==> config.mk <==
export PLATFORM = sky130hd
export DESIGN_NAME = weight_loader
export DESIGN_NICKNAME = d
export VERILOG_FILES = /design/src/rtl/weight_loader_pkg.sv /design/src/rtl/weight_loader_hdr_check.sv /design/src/rtl/weight_loader.sv
export SDC_FILE = /design/constraint.sdc
export NUM_CORES = 1
export LEC_CHECK = 0
export BUFFER_PORTS_ARGS = -buffer_cell sky130_fd_sc_hd__buf_2
export CORE_MARGIN = 4
export CORE_UTILIZATION = 53
export DETAILED_ROUTE_END_ITERATION = 10
export GPL_TIMING_DRIVEN = 0
export PLACE_DENSITY = 0.86
export SLEW_MARGIN = 0
export SYNTH_ARGS = -nofsm -noshare
export SYNTH_HDL_FRONTEND = slang
export SYNTH_HIERARCHICAL = 1
export SYNTH_SLANG_ARGS = --single-unit
==> constraint.sdc <==
create_clock -name clk -period 1.9 [get_ports clk]
set_input_delay 0.475 -clock clk [delete_from_list [all_inputs] [get_ports clk]]
set_output_delay 0.475 -clock clk [all_outputs]
set_load 0.01 [all_outputs]
==> src/rtl/weight_loader_pkg.sv <==
// weight_loader_pkg: shared definitions for the weight/bias stream loader.
//   - FSM state encoding (CHK exists only with WEIGHT_LOADER_CHECKSUM_EN)
//   - header field positions: [31:24] layer, [23:16] neuron, [15:0] count
//   - CNT_W: drop-counter width (N+1, plus checksum word, must fit)
package weight_loader_pkg;

  typedef enum logic [2:0] {
    ST_HDR    = 3'd0,
    ST_WEIGHT = 3'd1,
    ST_BIAS   = 3'd2,
    ST_DRAIN  = 3'd3
`ifdef WEIGHT_LOADER_CHECKSUM_EN
    ,
    ST_CHK    = 3'd4
`endif
  } state_e;

  localparam int unsigned LAYER_MSB  = 31;
  localparam int unsigned LAYER_LSB  = 24;
  localparam int unsigned NEURON_MSB = 23;
  localparam int unsigned NEURON_LSB = 16;
  localparam int unsigned COUNT_MSB  = 15;
  localparam int unsigned COUNT_LSB  = 0;

  localparam int unsigned LAYER_W  = LAYER_MSB - LAYER_LSB + 1;
  localparam int unsigned NEURON_W = NEURON_MSB - NEURON_LSB + 1;
  localparam int unsigned COUNT_W  = COUNT_MSB - COUNT_LSB + 1;

  localparam int unsigned CNT_W = 17;

endpackage

==> src/rtl/weight_loader_hdr_check.sv <==
// weight_loader_hdr_check: combinational header decoder.
// Optional feature macro: WEIGHT_LOADER_CHECKSUM_EN (adds the checksum word
// to the number of words a malformed frame must drop).
// Ports:
//   hdr_i       header word
//   layer_o     target layer field
//   neuron_o    target neuron field
//   count_o     weight count N
//   hdr_ok_o    1 <= N <= MAX_WEIGHT
//   drop_cnt_o  words to discard after a bad header
module weight_loader_hdr_check
  import weight_loader_pkg::*;
#(
  parameter int unsigned MAX_WEIGHT = 784
) (
  input  logic [31:0]         hdr_i,
  output logic [LAYER_W-1:0]  layer_o,
  output logic [NEURON_W-1:0] neuron_o,
  output logic [COUNT_W-1:0]  count_o,
  output logic                hdr_ok_o,
  output logic [CNT_W-1:0]    drop_cnt_o
);

  localparam logic [COUNT_W-1:0] MAX_N = COUNT_W'(MAX_WEIGHT);
`ifdef WEIGHT_LOADER_CHECKSUM_EN
  localparam logic [CNT_W-1:0] TRAIL = CNT_W'(2);  // bias + checksum
`else
  localparam logic [CNT_W-1:0] TRAIL = CNT_W'(1);  // bias
`endif

  always_comb begin
    layer_o    = hdr_i[LAYER_MSB:LAYER_LSB];
    neuron_o   = hdr_i[NEURON_MSB:NEURON_LSB];
    count_o    = hdr_i[COUNT_MSB:COUNT_LSB];
    hdr_ok_o   = (count_o != '0) && (count_o <= MAX_N);
    // N==0 leaves only the trailing words; an oversized N drops its weights too.
    drop_cnt_o = {{(CNT_W - COUNT_W){1'b0}}, count_o} + TRAIL;
  end

endmodule

==> src/rtl/weight_loader.sv <==
// weight_loader: parses a framed 32-bit word stream (header, N weights, bias)
// and drives the broadcast neuron weight/bias load interface.
// Optional feature macro: WEIGHT_LOADER_CHECKSUM_EN (trailing XOR checksum word).
// Ports:
//   clk, rst            clock; asynchronous active-low reset
//   load_en             stream enable, mirrored on s_ready
//   s_data/s_valid      stream word and valid; s_ready stream ready
//   weightValid/Value   one-cycle weight pulse and data (dataWidth bits, zero-extended)
//   biasValid/Value     one-cycle bias pulse and data
//   config_layer_num    target layer, zero-extended
//   config_neuron_num   target neuron, zero-extended
//   busy                frame in progress
//   frame_done          pulse on good frame completion
//   frames_loaded       good-frame counter (wraps)
//   err                 sticky malformed-frame flag
module weight_loader
  import weight_loader_pkg::*;
#(
  parameter int unsigned maxWeight = 784,
  parameter int unsigned dataWidth = 16
) (
  input  logic        clk,
  input  logic        rst,
  input  logic        load_en,
  input  logic [31:0] s_data,
  input  logic        s_valid,
  output logic        s_ready,
  output logic        weightValid,
  output logic [31:0] weightValue,
  output logic        biasValid,
  output logic [31:0] biasValue,
  output logic [31:0] config_layer_num,
  output logic [31:0] config_neuron_num,
  output logic        busy,
  output logic        frame_done,
  output logic [15:0] frames_loaded,
  output logic        err
);

  localparam logic [31:0] DATA_MASK =
    (dataWidth >= 32) ? '1 : ((32'd1 << dataWidth) - 32'd1);

  state_e              state_q, state_d;
  logic [COUNT_W-1:0]  rem_q, rem_d;
  logic [CNT_W-1:0]    drop_q, drop_d;
  logic                wv_q, wv_d;
  logic [31:0]         wval_q, wval_d;
  logic                bv_q, bv_d;
  logic [31:0]         bval_q, bval_d;
  logic [31:0]         layer_q, layer_d;
  logic [31:0]         neuron_q, neuron_d;
  logic                busy_q, busy_d;
  logic                done_q, done_d;
  logic [15:0]         frames_q, frames_d;
  logic                err_q, err_d;
`ifdef WEIGHT_LOADER_CHECKSUM_EN
  logic [31:0]         csum_q, csum_d;
`endif

  logic                accept;
  logic [LAYER_W-1:0]  hdr_layer;
  logic [NEURON_W-1:0] hdr_neuron;
  logic [COUNT_W-1:0]  hdr_count;
  logic                hdr_ok;
  logic [CNT_W-1:0]    hdr_drop;

  assign s_ready = load_en;
  assign accept  = s_valid & load_en;

  weight_loader_hdr_check #(
    .MAX_WEIGHT (maxWeight)
  ) u_hdr_check (
    .hdr_i      (s_data),
    .layer_o    (hdr_layer),
    .neuron_o   (hdr_neuron),
    .count_o    (hdr_count),
    .hdr_ok_o   (hdr_ok),
    .drop_cnt_o (hdr_drop)
  );

  always_ff @(posedge clk or negedge rst) begin
    if (!rst) begin
      state_q  <= ST_HDR;
      rem_q    <= '0;
      drop_q   <= '0;
      wv_q     <= 1'b0;
      wval_q   <= '0;
      bv_q     <= 1'b0;
      bval_q   <= '0;
      layer_q  <= '0;
      neuron_q <= '0;
      busy_q   <= 1'b0;
      done_q   <= 1'b0;
      frames_q <= '0;
      err_q    <= 1'b0;
`ifdef WEIGHT_LOADER_CHECKSUM_EN
      csum_q   <= '0;
`endif
    end else begin
      state_q  <= state_d;
      rem_q    <= rem_d;
      drop_q   <= drop_d;
      wv_q     <= wv_d;
      wval_q   <= wval_d;
      bv_q     <= bv_d;
      bval_q   <= bval_d;
      layer_q  <= layer_d;
      neuron_q <= neuron_d;
      busy_q   <= busy_d;
      done_q   <= done_d;
      frames_q <= frames_d;
      err_q    <= err_d;
`ifdef WEIGHT_LOADER_CHECKSUM_EN
      csum_q   <= csum_d;
`endif
    end
  end

  always_comb begin
    state_d  = state_q;
    rem_d    = rem_q;
    drop_d   = drop_q;
    wv_d     = 1'b0;
    wval_d   = wval_q;
    bv_d     = 1'b0;
    bval_d   = bval_q;
    layer_d  = layer_q;
    neuron_d = neuron_q;
    busy_d   = busy_q;
    done_d   = 1'b0;
    frames_d = frames_q;
    err_d    = err_q;
`ifdef WEIGHT_LOADER_CHECKSUM_EN
    csum_d   = csum_q;
`endif

    // No accept means a stall: everything holds and no pulse is produced.
    if (accept) begin
      case (state_q)
        ST_HDR: begin
          busy_d = 1'b1;
          if (hdr_ok) begin
            layer_d  = {{(32 - LAYER_W){1'b0}}, hdr_layer};
            neuron_d = {{(32 - NEURON_W){1'b0}}, hdr_neuron};
            rem_d    = hdr_count;
            state_d  = ST_WEIGHT;
`ifdef WEIGHT_LOADER_CHECKSUM_EN
            csum_d   = s_data;
`endif
          end else begin
            err_d   = 1'b1;
            drop_d  = hdr_drop;
            state_d = ST_DRAIN;
          end
        end
        ST_WEIGHT: begin
          wv_d   = 1'b1;
          wval_d = s_data & DATA_MASK;
          rem_d  = rem_q - 1'b1;
          if (rem_q == COUNT_W'(1)) begin
            state_d = ST_BIAS;
          end
`ifdef WEIGHT_LOADER_CHECKSUM_EN
          csum_d = csum_q ^ s_data;
`endif
        end
        ST_BIAS: begin
          bv_d   = 1'b1;
          bval_d = s_data & DATA_MASK;
`ifdef WEIGHT_LOADER_CHECKSUM_EN
          csum_d  = csum_q ^ s_data;
          state_d = ST_CHK;
`else
          done_d   = 1'b1;
          frames_d = frames_q + 1'b1;
          busy_d   = 1'b0;
          state_d  = ST_HDR;
`endif
        end
`ifdef WEIGHT_LOADER_CHECKSUM_EN
        ST_CHK: begin
          if (s_data == csum_q) begin
            done_d   = 1'b1;
            frames_d = frames_q + 1'b1;
          end else begin
            err_d = 1'b1;
          end
          busy_d  = 1'b0;
          state_d = ST_HDR;
        end
`endif
        ST_DRAIN: begin
          drop_d = drop_q - 1'b1;
          if (drop_q == CNT_W'(1)) begin
            busy_d  = 1'b0;
            state_d = ST_HDR;
          end
        end
        default: state_d = ST_HDR;
      endcase
    end
  end

  assign weightValid       = wv_q;
  assign weightValue       = wval_q;
  assign biasValid         = bv_q;
  assign biasValue         = bval_q;
  assign config_layer_num  = layer_q;
  assign config_neuron_num = neuron_q;
  assign busy              = busy_q;
  assign frame_done        = done_q;
  assign frames_loaded     = frames_q;
  assign err               = err_q;

endmodule

Yosys cells after proc, flatten, opt, wreduce, memory -nomap -nowiden
Index checks and enable logic that the tools add are counted.

Bitwise logic cells: 2. Reduce and logical (&&, ||, !) cells: 14. Mux-type cells: 14. Order comparisons: 1. Add/sub/neg operators: 4. Equal/unequal tests: 9.

Operators by type and width (number): $pmux W17 S2 (1); $pmux W16 S2 (1); $reduce_and A3 Y1 (6); $add A16 B1 Y17 const B (1); $eq A17 B1 Y1 const B (1); $mux W17 (1); $sub A17 B1 Y17 const B (1); $add A16 B1 Y16 const B (1); $eq A16 B1 Y1 const B (1); $le A16 B10 Y1 const B (1); $mux W16 (1); $reduce_bool A16 Y1 (1); $sub A16 B1 Y16 const B (1); $pmux W3 S3 (1); $ne A2 B2 Y1 const B (4); $eq A3 B2 Y1 const B (2); $mux W3 (2); $mux W1 (5); $reduce_and A2 Y1 (2); $reduce_bool A2 Y1 (2); $eq A3 B1 Y1 const B (1); $logic_not A3 Y1 (1); $pmux W1 S3 (1); $reduce_bool A3 Y1 (1); other kinds (4) (4).

Output and inout port bits: 150. Logic and storage cells: 56. Register bits after elaboration: 104. Bits of input ports: 36.

Depth between registers and ports, before layout
Gate-level depths: netlist (run 1).

Depth after elaboration: 4. Depth in mapped cells: 11. Depth with buffers taken out: 9.

Hierarchy
The synthesis (run 1) kept the hierarchy.

Modules (own cells, without submodules): weight_loader (instances 1, seq. area each 2577.5 um^2, area each 5634.2 um^2, cells an instance 569); weight_loader_hdr_check (instances 1, seq. area each 0.0 um^2, area each 621.8 um^2, cells an instance 88).

Worst setup path after synthesis (run 1)
No wires, ideal clock.

Path type: in2reg. Start point: input port s_data[0]. End point: register layer_q[7] (netlist: config_layer_num[7]). Required time: 1.775 ns. Path slack: -0.709 ns. Stages on the path: 9. Buffers on the path: 1. Library setup time: 0.125 ns. Arrival time: 2.484 ns. Cells stage by stage: inv_1 -> ha_1 -> nor3b_1 -> and3_1 -> a311oi_1 -> nor2_1 -> nor3_4 -> buf_6 -> mux2_2.

Longest elaborated chain between the ends: 3. Elaborated cells on any way between the ends: 4. Classes of those cells: 1 x order compare; 3 x reduce/logical.

Ends and longest elaborated chain: start, declared (line weight_loader.sv:25) `input logic [31:0] s_data,`; $le A16 B10 Y1 / $reduce_bool A16 Y1 (equally long branches) (line weight_loader_hdr_check.sv:35) `hdr_ok_o = (count_o != '0) && (count_o <= MAX_N);`; $logic_and A1 B1 Y1 * (line weight_loader_hdr_check.sv:35); net hdr_ok (line weight_loader.sv:64) `logic hdr_ok;`; $reduce_and A3 Y1 (no line) *; end signal, assigned (line weight_loader.sv:107) `layer_q <= layer_d;`; end, declared (line weight_loader.sv:50) `logic [31:0] layer_q, layer_d;`.

The timed path passes the listed nets; every way through them passes the cells marked *. A chain may end at the register's enable or synchronous reset.

Final worst setup path (run 1)
Start point: input port s_data[0]. End point: register drop_q[16].

Longest elaborated chain between the ends: 4. Elaborated cells on any way between the ends: 8. Classes of those cells: 1 x add/sub; 1 x order compare; 1 x eq/ne; 2 x mux; 3 x reduce/logical.

Ends and longest elaborated chain: $le A16 B10 Y1 / $reduce_bool A16 Y1 (equally long branches) (line weight_loader_hdr_check.sv:35); $logic_and A1 B1 Y1 * (line weight_loader_hdr_check.sv:35); net hdr_ok (line weight_loader.sv:64); $ne A2 B2 Y1 (no line) *; $reduce_and A3 Y1 (no line) *; end signal, assigned (line weight_loader.sv:102) `drop_q <= drop_d;`; end, declared (line weight_loader.sv:45) `logic [CNT_W-1:0] drop_q, drop_d;`.

The timed path passes the listed nets; every way through them passes the cells marked *. The select of a mux whose other input is x is not followed.

==> results of run 1 <==
-- area by class of cell --
cell class | instances | area [um^2]
clock inverter | 7 | 90.1
tap | 143 | 179
clock buffer | 9 | 225
buffer | 137 | 1020
inverter | 16 | 70.1
sequential | 103 | 2580
multi-input combinational | 480 | 3450
fill | 764 | 3020
timing repair buffer | 121 | 836
-- per-stage QoR --
| step | utilization | hold WS, ns | setup TNS [ns] | std cells |
|---|---|---|---|---|
| 2_1_floorplan | - | 0.179 | -9.69 | 736 |
| 3_3_place_gp | 0.640 | 0.447 | -119.14 | 968 |
| 3_5_place_dp | 0.642 | 0.450 | -39.96 | 969 |
| 4_1_cts | 0.706 | 0.132 | -3.44 | 1003 |
| 5_1_grt | 0.736 | 0.145 | -8.28 | 1016 |
| 6_report | 0.736 | 0.110 | -6.59 | 1016 |
-- synth_stat cells, types with 11 or more instances --
cell type | number | share of area
sky130_fd_sc_hd__buf_4 | 117 | 0.14
sky130_fd_sc_hd__dfrtp_1 | 103 | 0.41
sky130_fd_sc_hd__nand2_1 | 84 | 0.050
sky130_fd_sc_hd__nor2_1 | 33 | 0.020
sky130_fd_sc_hd__mux2_2 | 32 | 0.058
sky130_fd_sc_hd__a21oi_1 | 27 | 0.022
sky130_fd_sc_hd__nand3_1 | 26 | 0.021
sky130_fd_sc_hd__nor3_1 | 19 | 0.015
sky130_fd_sc_hd__o21ai_0 | 19 | 0.015
sky130_fd_sc_hd__inv_1 | 16 | 0.0096
sky130_fd_sc_hd__xnor2_1 | 15 | 0.021
sky130_fd_sc_hd__xor2_1 | 14 | 0.020
sky130_fd_sc_hd__o22ai_1 | 11 | 0.011
-- report_power, final --
part / internal, W / switching [W] / total (W)
sequential: 0.00229 / 0.000191 / 0.00248
combinational: 0.000411 / 0.000505 / 0.000917
clock: 0.00105 / 0.000923 / 0.00197
total: 0.00375 / 0.00162 / 0.00537
-- layout by cell type, fill, tap and decap left out, drive strengths merged, types with 3 or more instances in the layout --
master,n
a31oi,4
xnor2,15
or2,3
clkinv,3
nor2,35
a22oi,4
nand3,26
or4,4
a211oi,3
o21ai,21
nor3,20
inv,17
buf,248
nor4,14
and2,5
nand4,12
nand2,85
o22ai,11
o311ai,4
mux2,32
nor3b,3
dfrtp,103
and3,5
or3,4
ha,7
a2bb2oi,10
clkbuf,19
a32oi,5
xor2,14
a21oi,27
conb,80
-- flip-flops by register name, indices dropped and copies added (netlist names) --
| signal | cells |
|---|---|
| biasValue | 16 |
| state_q | 2 |
| rem_q | 16 |
| weightValue | 16 |
| config_neuron_num | 8 |
| drop_q | 17 |
| weightValid | 1 |
| err | 1 |
| frames_loaded | 16 |
| config_layer_num | 8 |
| frame_done | 1 |
| busy | 1 |
-- worst paths after layout --
path | startpoint | end | slack (ns)
max | s_data[0] | drop_q[16] | -0.23
min | rst | rem_q[8] | 0.11
max reg2reg | drop_q[1] | drop_q[16] | -0.07
min reg2reg | err | err | 0.46
max in group asynchronous | rst | weightValue[4] | 1.06
min in group clk | s_data[29] | config_layer_num[5] | 0.35
-- cell families (layout without fill, tap and decap cells) --
logic type,after synthesis,in the layout
AO/OA/AOI/OAI,107,107
XOR/XNOR,29,29
adder cells (fa/ha/maj),7,7
buffers and inverters,154,290
flip-flops,103,103
multiplexers,33,33
other,1,80
AND/OR/NAND/NOR,223,224
-- per-layer routing --
| metal | up-vias | track usage |
|---|---|---|
| met4 | 0 | 0.0910 |
| met2 | 329 | 0.421 |
| li1 | 2542 | - |
| met1 | 2731 | 0.318 |
| met3 | 62 | 0.0373 |
| met5 | - | 0 |
-- what timing repair did --
action                     CTS  global route
resized for setup           65            52
pin swaps                   12            16
hold buffers                 0             0
setup endpoints to repair   50            61
setup buffers               14            12
cloned                       4             2
==> summary.txt, run 1 <==
Detailed routing
  • Final wirelength: around 18 mm
  • DRC violation count after routing: 0
  • Via density: between 5 and 6
  • Detailed-route via count: 5,664
  • Antenna Violating Nets Remaining: 0
  • Met3 routed WL: between 1.5 and 2 mm
  • DR WL met2: about 9.4 mm
  • Top Layer Used: met4
  • Routed met1 length: approximately 6.9 mm
  • Wire per inst: ~18 um
  • 1st-pass router iterations: 7
  • Initial drt markers: 642

Cells and area
  • Fraction of final layout cells with drive strength greater than 1: 0.449
  • ANT cells: 0
  • Relative area change from synthesis to final layout: 35.0%
  • Design area: around 8400 um^2
  • Final net count: roughly 900

Critical path
  • Crit start category: primary input
  • Largest delay share family, worst path: compound AO/OA/AOI/OAI gates
  • Max stage delay cell, worst path: sky130_fd_sc_hd__a311oi_4
  • Crit path max fanout: 5
  • Max incr delay on CP: between 0.3 and 0.4 ns
  • Depth of the worst register-to-register path: 6
  • Critical path cell sequence: buf_12 -> inv_6 -> ha_4 -> nor3b_4 -> o21ai_2 -> a311oi_4 -> nor2_4 -> buf_4 -> buf_6 -> a32oi_1 -> a2bb2oi_1 -> o311ai_1
  • Endpoint required time on the critical path: 2.13 ns
  • Stages on worst setup path: 12
  • Start-to-end type of the worst setup path: in -> reg
  • Critical path capture point type: flop
  • WP data arrival: between 2 and 2.5 ns
  • Buffer and inverter count on the worst path: 4

STA
  • Post-route clock skew: around 0.011 ns
  • Setup violators final: 46
  • Pins over their slew limit: 0
  • Min Clock Period, post-route: approximately 2.1 ns
  • Setup repair after global routing missed its margin: yes
  • Relative max-transition margin: 0.611
  • Final critical-path share of the clock period: 1.12
  • Hold violation total from the final report: 0
  • Actual slew at the worst max-slew pin: 0.584 ns
  • Final worst-path setup slack: -0.228 ns
  • Fmax achieved: about 470 MHz

Die
  • Num ports: 186
  • Starting density of the core: 0.546
  • Cell row count: 39
  • Die width: 117 um
  • Overall die area: between 10,000 and 15,000 um^2
  • Die Y: around 120 um
  • Core outline area: 11,500 um^2

Place
  • Post-Place Cell Area: between 7000 and 8000 um^2
  • Count of port buffers added during placement: slightly below 90
  • Worst slack, placed: -1.06 ns
  • HPWL after DPL: approximately 11 mm
  • Routability cong.: about 0.91

Yosys
  • Synthesized instance count: approximately 660
  • Synth async-reset ratio: 1.00
  • Compound-cell area share of the yosys netlist: 0.114
  • Average cell area after synthesis: 9.52 um^2
  • XOR/XNOR Fraction of Synth Area: 0.0406
  • Synthesized cell area: 6260 um^2
  • Commonest register cell after synthesis: sky130_fd_sc_hd__dfrtp_1
  • Yosys warning total: 6
  • Adder and majority gate portion of the synthesized area: 0.0140
  • Sequential share of the synthesized area: 0.412
  • Register bit count reported by yosys: ~100
  • Largest family of logic cells by synthesized area: simple AND/OR/NAND/NOR gates
  • Area share of and/or/nand/nor cells after synthesis: 0.192
  • Yosys cell types: between 60 and 70
  • Portion of netlist area occupied by mux cells: 0.0592
  • Number of enable flip-flop cells after synthesis: 0

Clock network
  • Clock-pin slew of the registers on the worst-case setup and hold paths: roughly 0.08 ns
  • Root buffer selected by CTS: sky130_fd_sc_hd__clkbuf_16
  • Maximum level of the CTS H-tree: 3
  • Count of clock tree sinks: around 100
  • Skew-Pair Late Insertion Delay: around 0.36 ns
  • CTS Buf Count: 9
  • Buffers from clock root to sink, at most: 2
  • CTS tree: built

Power
  • Final total power: about 0.0054 W
  • Worst-case vdd ir drop: approximately 0.65 mV
  • P_leak: 4.39 nW
  • Cell Pwr Density: about 640 nW/um^2

Hold path
  • Hold crit path type: in -> async

GRT
  • Initial antenna violation count: 0
  • Overall global routing resource usage: 0.247
  • Global-route wire length before repair: between 20 and 30 mm
  • Total overflow reported by the global router: 0
  • Pin count of the biggest net entering global routing: 64
  • Vias in the first global route: roughly 5,000

Job
  • Max-Cap Viols: 0

Status
  • Violated checks: negative setup slack
  • Run status: complete, but fails checks
No activity file was read; power rests on OpenSTA's default activity.
==> run 2, diff against run 1 <==
--- a/config.mk
+++ b/config.mk
@@ -7,10 +7,10 @@
 export LEC_CHECK = 0
 export BUFFER_PORTS_ARGS = -buffer_cell sky130_fd_sc_hd__buf_2
 export CORE_MARGIN = 4
-export CORE_UTILIZATION = 53
+export CORE_UTILIZATION = 30
 export DETAILED_ROUTE_END_ITERATION = 10
 export GPL_TIMING_DRIVEN = 0
-export PLACE_DENSITY = 0.86
+export PLACE_DENSITY = 0.55
 export SLEW_MARGIN = 0
 export SYNTH_ARGS = -nofsm -noshare
 export SYNTH_HDL_FRONTEND = slang
==> run 2 against run 1 <==
- the flow still finishes with violations (negative setup slack)
- non-clock buffer count shrank 7
- via count down 7.9%
- clock skew decreased by 0.0063 ns
- combinational power rose by 2%
- sequential power barely moved
- count of clock-buffer cells in the layout is 2 higher
- first-iteration DRC count is 63% lower
- register-to-register slack improved by 0.06 ns
- sequential cell count stayed put
- worst hold slack gained 0.033 ns
- clock power fell by 5%
- largest cell class unchanged
- largest power group unchanged
==> summary.txt, run 2 (synthesized netlist as in run 1, its figures left out) <==
Place
  • HPWL after DPL: around 12 mm
  • Count of port buffers added during placement: ~90
  • Routability cong.: 0.824
  • Instance count after placement with tap cells included: roughly 1,100

Clock network
  • Maximum level of the CTS H-tree: 3
  • CTS Buf Count: 9
  • Count of clock tree sinks: about 100
  • Hold Buf Count CTS: 0
  • Root buffer selected by CTS: sky130_fd_sc_hd__clkbuf_16
  • Clock-pin slew of the registers on the worst-case setup and hold paths: roughly 0.07 ns
  • Buffers from clock root to sink, at most: 2
  • Skew-Pair Late Insertion Delay: 0.35 ns
  • CTS tree: built

GRT
  • Vias in the first global route: roughly 5,000
  • Global-route wire length before repair: approximately 27 mm
  • Top Usage Layer GRT: met2
  • Total overflow reported by the global router: 0
  • Pin count of the biggest net entering global routing: 59
  • Initial antenna violation count: 0
  • Overall global routing resource usage: 0.144
  • Met2 routing resource usage after global routing: 0.242
  • Global Route met1 Usage: 0.184
  • Met3 routing resource usage after global routing: 0.0321

Critical path
  • Start-to-end type of the worst setup path: in -> reg
  • Largest delay share family, worst path: simple AND/OR/NAND/NOR gates
  • Max stage delay cell, worst path: sky130_fd_sc_hd__a311oi_4
  • Critical path cell sequence: buf_12 -> inv_6 -> ha_4 -> nor3b_4 -> and3_4 -> a311oi_4 -> nor2_4 -> or2_4 -> buf_8 -> buf_8 -> a211oi_2 -> a21oi_1
  • Critical path capture point type: flop
  • Crit start category: primary input
  • Endpoint required time on the critical path: approximately 2.1 ns
  • Crit path max fanout: 6
  • Buffer and inverter count on the worst path: 4
  • WP data arrival: around 2.3 ns
  • Cell repeated most along the worst path: sky130_fd_sc_hd__buf_8
  • Max incr delay on CP: between 0.3 and 0.4 ns

Cells and area
  • Post-layout util: 0.416
  • Commonest cells after routing, fill and taps aside: 130 x sky130_fd_sc_hd__buf_4, 102 x sky130_fd_sc_hd__dfrtp_1, 90 x sky130_fd_sc_hd__buf_2
  • Most common library cell in the layout ignoring fill and taps: sky130_fd_sc_hd__buf_4
  • Final net count: around 900
  • Register with the highest flop count: drop_q
  • Relative area change from synthesis to final layout: 35.3%
  • Fraction of final layout cells with drive strength greater than 1: 0.440
  • ANT cells: 0
  • Post-route insts no fill: ~1,100
  • Number of flip-flops under the largest register name: 17

Hold path
  • Hold crit path type: in -> async

STA
  • Relative max-transition margin: 0.540
  • Pins over their slew limit: 0
  • Hold_ws: between 0.1 and 0.15 ns
  • Hold violation total from the final report: 0
  • Min Clock Period, post-route: between 2 and 2.5 ns
  • Setup TNS: -3.98 ns
  • Post-route clock skew: around 0.0050 ns
  • Final critical-path share of the clock period: 1.08
  • Setup violators final: 46
  • Actual slew at the worst max-slew pin: ~0.7 ns
  • Final worst-path setup slack: -0.150 ns
  • Setup repair after global routing missed its margin: yes
  • Fmax achieved: 488 MHz

Detailed routing
  • Initial drt markers: 240
  • Wire per inst: between 15 and 20 um
  • Final wirelength: 17.4 mm
  • Via density: between 4 and 5
  • DRC violation count after routing: 0
  • Antenna Violating Nets Remaining: 0
  • 1st-pass router iterations: 4
  • Detailed-route via count: approximately 5,200

Job
  • Max-Cap Viols: 0

Die
  • Die Y: approximately 150 um
  • Cell row count: between 50 and 60
  • Num ports: about 190
  • Starting density of the core: 0.307
  • Die width: ~150 um
  • Overall die area: 23,200 um^2
  • Core outline area: roughly 20,000 um^2

Power
  • Worst-case vdd ir drop: about 0.42 mV
  • Final total power: between 0.005 and 0.006 W
  • P_leak: around 4.3 nW
  • Cell Pwr Density: 624 nW/um^2

Status
  • Violated checks: negative setup slack
  • Run status: complete, but fails checks
==> run 2: per-stage QoR <==
step	worst slack [ns]	area, um^2
after floorplan	-0.403	6710
after global placement	-1.10	7490
after detailed placement	-1.11	7520
after CTS	-0.140	8210
after global routing	-0.192	8470
final	-0.150	8470
==> run 2: report_power, final <==
group | total (W) | internal [W] | switching, W
logic | 0.000932 | 0.000421 | 0.000511
registers | 0.00247 | 0.00229 | 0.000184
clock network | 0.00187 | 0.00106 | 0.000816
total | 0.00528 | 0.00377 | 0.00151
==> run 2: final cells by class <==
cell class / count / area (um^2)
clock inverter: 4 / 56.3
timing repair buffer: 113 / 748
sequential: 103 / 2580
buffer: 138 / 1040
tap: 270 / 338
multi-input combinational: 479 / 3390
clock buffer: 11 / 243
fill: 2018 / 11900
inverter: 16 / 70.1
==> run 2: path summary, 6_finish.rpt <==
kind                          startpoint             endpoint  slack [ns]  cells after the start
setup reg to reg               drop_q[1]           drop_q[16]       -0.01                      6
hold reg to reg            biasValue[11]        biasValue[11]        0.47                      2
min in group clk               s_data[2]         biasValue[2]        0.35                      3
setup / recovery               s_data[0]             rem_q[1]       -0.15                     12
max in group asynchronous            rst           state_q[0]        1.04                      2
hold / removal                       rst  config_layer_num[7]        0.14                      1
==> run 2: metal layers <==
layer / share of wire / vias up
li1: - / 2516
met1: 0.43 / 2516
met2: 0.49 / 160
met3: 0.058 / 23
met4: 0.019 / 0
met5: 0 / -
==> run 2: repair_timing <==
action                     CTS  global route
pin swaps                   12            15
setup endpoints to repair   51            61
gates cloned                 4             1
gates resized for setup     62            50
setup buffers               13             6
